`src/rtl/instr_fetch_unit.sv`:
```
`default_nettype none
// ============================================================================
// Module   : instr_fetch_unit
// Purpose  : Fetch/issue front end feeding decode over a valid/ready handshake.
//            Optional macro HALT_DETECT_EN stops issue on opcode 6'b111111.
// Revision : 1.0
// ============================================================================
module instr_fetch_unit #(
    parameter int ADDR_W   = 8,
    parameter int RESET_PC = 0
) (
    input  logic              clk,
    input  logic              rst_n,
    input  logic              start,
    output logic              imem_rd_en,
    output logic [ADDR_W-1:0] imem_addr,
    input  logic [31:0]       imem_rdata,
    output logic [5:0]        instr_op,
    output logic [5:0]        instr_field,
    output logic [15:0]       instr_imm,
    output logic              instr_valid,
    input  logic              instr_ready,
    input  logic              branch_taken,
    output logic [ADDR_W-1:0] pc,
    output logic              halted
);

    localparam logic [ADDR_W-1:0] C_RESET_PC = ADDR_W'(RESET_PC);
`ifdef HALT_DETECT_EN
    localparam logic [5:0]        C_HALT_OP  = 6'b111111;
`endif

    typedef enum logic [2:0] {
        S_IDLE    = 3'd0,
        S_FETCH   = 3'd1,
        S_WAIT    = 3'd2,
        S_ISSUE   = 3'd3
`ifdef HALT_DETECT_EN
        ,
        S_HALTED  = 3'd4
`endif
    } state_t;

    state_t              r_state;
    state_t              w_state_next;
    logic [ADDR_W-1:0]   r_pc;
    logic [5:0]          r_op;
    logic [5:0]          r_field;
    logic [15:0]         r_imm;
    logic                r_valid;
    logic                w_handshake;
    logic                w_advance;
    logic [ADDR_W-1:0]   w_imm_ext;
    logic [ADDR_W-1:0]   w_pc_step;
    logic [ADDR_W-1:0]   w_pc_next;
    logic                w_unused_bits;

    // Bits [25:16] (rs/rt) are not part of the issued fields.
    assign w_unused_bits = ^imem_rdata[25:16];

    // Sign-extend imm16 to at least ADDR_W bits, then keep the low ADDR_W.
    generate
        if (ADDR_W <= 16) begin : g_imm_trunc
            assign w_imm_ext = r_imm[ADDR_W-1:0];
        end else begin : g_imm_sext
            assign w_imm_ext = {{(ADDR_W-16){r_imm[15]}}, r_imm};
        end
    endgenerate

    assign w_handshake = (r_state == S_ISSUE) && r_valid && instr_ready;
    assign w_pc_step   = branch_taken ? w_imm_ext : '0;
    assign w_pc_next   = r_pc + ADDR_W'(1) + w_pc_step;
    // A halting handshake leaves pc on the halt address.
    assign w_advance   = w_handshake && (w_state_next == S_FETCH);

    always_ff @(posedge clk) begin
        if (!rst_n) begin
            r_state <= S_IDLE;
        end else begin
            r_state <= w_state_next;
        end
    end

    always_comb begin
        w_state_next = r_state;
        case (r_state)
            S_IDLE: begin
                if (start) begin
                    w_state_next = S_FETCH;
                end
            end
            S_FETCH: w_state_next = S_WAIT;
            S_WAIT:  w_state_next = S_ISSUE;
            S_ISSUE: begin
                if (w_handshake) begin
`ifdef HALT_DETECT_EN
                    w_state_next = (r_op == C_HALT_OP) ? S_HALTED : S_FETCH;
`else
                    w_state_next = S_FETCH;
`endif
                end
            end
`ifdef HALT_DETECT_EN
            S_HALTED: w_state_next = S_HALTED;
`endif
            default: w_state_next = S_IDLE;
        endcase
    end

    always_ff @(posedge clk) begin
        if (!rst_n) begin
            r_pc    <= C_RESET_PC;
            r_op    <= '0;
            r_field <= '0;
            r_imm   <= '0;
            r_valid <= 1'b0;
        end else begin
            if (r_state == S_WAIT) begin
                r_op    <= imem_rdata[31:26];
                r_field <= imem_rdata[5:0];
                r_imm   <= imem_rdata[15:0];
                r_valid <= 1'b1;
            end
            if (w_handshake) begin
                r_valid <= 1'b0;
            end
            if (w_advance) begin
                r_pc <= w_pc_next;
            end
        end
    end

    assign imem_rd_en  = (r_state == S_FETCH);
    assign imem_addr   = r_pc;
    assign pc          = r_pc;
    assign instr_op    = r_op;
    assign instr_field = r_field;
    assign instr_imm   = r_imm;
    assign instr_valid = r_valid;

`ifdef HALT_DETECT_EN
    assign halted = (r_state == S_HALTED);
`else
    assign halted = 1'b0;
`endif

endmodule
`default_nettype wire

```
`config.mk`:
```
export PLATFORM = sky130hd
export DESIGN_NAME = instr_fetch_unit
export DESIGN_NICKNAME = d
export VERILOG_FILES = /design/src/rtl/instr_fetch_unit.sv
export SDC_FILE = /design/constraint.sdc
export NUM_CORES = 1
export LEC_CHECK = 0
export BUFFER_PORTS_ARGS = -buffer_cell sky130_fd_sc_hd__buf_2
export CAP_MARGIN = 15
export CORE_MARGIN = 2
export CORE_UTILIZATION = 45
export DETAILED_ROUTE_END_ITERATION = 6
export GPL_TIMING_DRIVEN = 0
export MAX_ROUTING_LAYER = met4
export PLACE_DENSITY = 0.87
export REMOVE_ABC_BUFFERS = 1
export SYNTH_ARGS = -nofsm -noshare
export SYNTH_HDL_FRONTEND = slang
export SYNTH_SLANG_ARGS = --single-unit
```
`constraint.sdc`:
```
create_clock -name clk -period 2.7 [get_ports clk]
set_clock_uncertainty 0.1 [all_clocks]
set_input_delay 0.54 -clock clk [delete_from_list [all_inputs] [get_ports clk]]
set_output_delay 0.54 -clock clk [all_outputs]
set_load 0.05 [all_outputs]
```
==> results.ini <==
[run_status]
status = complete, no violations

[cells_and_area]
n_fill_cell = 349
multi_input_area_sq_um = 837
drive_above_1_share_pct = 31.7
syn_to_final_growth_pct = 21.3
nets = 306
register_area_sq_um = 681
final_cell_area_sq_um = 2060
antenna_cells = 0

[setup_path]
crit_buf_inv = 2
start_kind = input pin
path_max_fanout = 9
cp_top_family = compound AO/OA/AOI/OAI gates
cp_data_required_time_ps = 2810
path_class = input pin to flip-flop
worstPathCellList = buf_2, nand2_1, ha_1, inv_1, fa_1, a211oi_1, o21bai_1, a21oi_1, nand4_1, o221ai_1
cpPeakStageDelay_ps = 410
end_kind = flip-flop
r2r_cells = 9
crit_cells = 10
crit_slowest_cell = fa_1
cp.arrival_ps = 2220

[synth]
synthAdderAreaFrac_pct = 6.35
synthArstFlopShare_pct = 0
synthFlopType = dfxtp_1
synth_warnings = 0
syn_inst = 206
synth-xor-area-share_pct = 1.55
avgSynthCellArea_sq_um = 8.22
yosysTopAreaCellShare_pct = 40.2
synth.distinct_cells = 36
synth-simple-area-share_pct = 21.3
ys_top_cells_by_area = dfxtp_1 40%, nand2_1 12%, a21boi_0 11%, buf_4 6.6%, ha_1 5.2%
synth_mux_area_share_pct = 0
syn_area_sq_um = 1690
synth_area_leader_cell = dfxtp_1
synth_edf_count = 0
ys_ff_latch = 34
ys_seq_area_share_pct = 40.2
synth_top_family_by_area = simple AND/OR/NAND/NOR gates
synth_compound_area_share_pct = 19.8

[global_routing]
grt_pass1_wl_microns = 5590
grt_pass1_vias = 1358
gr-total-overflow = 0
antenna_found_initial = 0
grt_max_degree = 36
grt_use_total_pct = 17.6

[drt]
drcViolationCount = 0
routed_via_density = 4.82
firstDrtPassIters = 4
drt_iter0_markers = 37
wl_per_cell_microns = 10.7
vias = 1494
wl_microns = 3330
drtAntennaViolNets = 0

[hold_path]
whs_path_depth = 2
hold_path.class = flip-flop to flip-flop

[placed_design]
place_area_sq_um = 1960
port_buffers = 72
gp_congestion = 0.863
hpwl_microns = 2410

[power_and_ir_drop]
powerDensity_nw_per_um2 = 466
p_leak_nw = 1.02
power_mw = 0.958
ir_drop_mv = 0.301

[floorplan]
dieArea_sq_um = 4270
coreArea_sq_um = 3630
die_x_microns = 65.4
start_util_pct = 46.6
io-pin-count = 84
rows = 22
die_h_microns = 65.4

[cts]
cts_htree_levels = 2
cts_tree = yes
clk_pin_slew_ps = 70
clock_path_buffers = 2
numCtsBuffers = 5
worstSkewPairLatency_ps = 280
root_buffer = clkbuf_8
hold_buffers = 0
clock-sinks = 34
post-cts-setup-buffer-count = 0
cts_resized = 0

[timing]
slew_viol_final = 0
tns_ps = 0
finalHoldViolCount = 0
min_period_ps = 2110
finalSetupViolCount = 0
worst_slew_pin_slew_ps = 828
fmax_ghz = 0.473
relSlewSlack_pct = 44.6
rsz0062_at_grt = no
period_share_pct = 78.2

[flow_run]
maxCapViolations = 0

==> area by class of cell <==
cell class              count  area share (%)
multi-input cells         141            40.7
flip-flops and latches     34            33.1
well taps                  48            2.92
clock buffers               7            4.20
clock inverters             1           0.243
repair buffers             72            17.5
inverters                   7            1.28
==> through the flow <==
| step | std cells | hold slack [ps] | utilization (%) | setup WS [ps] |
|---|---|---|---|---|
| floorplan | 182 | 381 | - | 184 |
| global placement | 302 | 347 | 54.1 | 290 |
| detailed placement | 302 | 354 | 54.1 | 302 |
| CTS | 310 | 363 | 56.6 | 598 |
| global route | 310 | 395 | 56.6 | 351 |
| finish | 310 | 360 | 56.6 | 588 |
==> registers in the layout, summed over array words and instances, names as in the netlist <==
signal and cells:
imem_addr 8, instr_imm 11, instr_valid 1, instr_field 5, instr_op 6, r_state 3
==> worst paths after layout <==
path	startpoint	endpoint	slack, ps
min	instr_imm[13]$_SDFFE_PN0N_	instr_imm[13]$_SDFFE_PN0N_	360
max reg2reg	instr_field[0]$_SDFFE_PN0N_	imem_addr[6]$_SDFFE_PN0P_	670
min reg2reg	instr_imm[13]$_SDFFE_PN0N_	instr_imm[13]$_SDFFE_PN0N_	360
max	branch_taken	imem_addr[6]$_SDFFE_PN0P_	590
==> per-layer routing <==
| metal | track usage (%) | vias up | routed length, microns |
|---|---|---|---|
| li1 | - | 774 | - |
| met1 | 18.8 | 673 | 1460 |
| met2 | 30.7 | 43 | 1620 |
| met3 | 5.31 | 4 | 201 |
| met4 | 6.25 | 0 | 53 |
| met5 | - | - | 0 |
==> cells by family after synthesis <==
family,Yosys count
fa+ha+maj,8
flops,34
xor+xnor,3
simple gates,81
compound gates,47
other cells,1
buf+inv,32
==> worst reg2reg max path, stage by stage, from the launching register on <==
cell      delay [ps]
dfxtp_1          330
nand2_1           70
ha_1             150
inv_1             50
fa_1             410
a211oi_1         300
o21bai_1         130
a21oi_1          210
nand4_1          110
o221ai_1          90
==> cells in the mapped netlist (4+ instances only) <==
cell and count:
nand2_1 56, and2_1 6, dfxtp_1 34, ha_1 7, nor2_1 4, clkbuf_1 7
inv_1 7, o21ai_0 4, a21oi_1 6, a21boi_0 24, buf_4 15
==> placed cells by master, fill, tap and decap left out, drive strengths merged, types with 2 or more instances in the layout <==
master	instances
nor2	5
nand3b	2
nor3	3
inv	7
a211oi	2
nand2	56
dfxtp	34
a21boi	24
xor2	2
conb	2
a21oi	7
ha	7
o21ai	4
and2	6
a31oi	2
o211a	2
clkbuf	7
buf	72
nand4	2
nand3	2
==> where the power goes <==
group	internal [mW]	switching (mW)
combinational	0.0250	0.0401
sequential	0.506	0.00353
clock	0.206	0.177
Note: power is estimated with default switching activity, not from simulation.
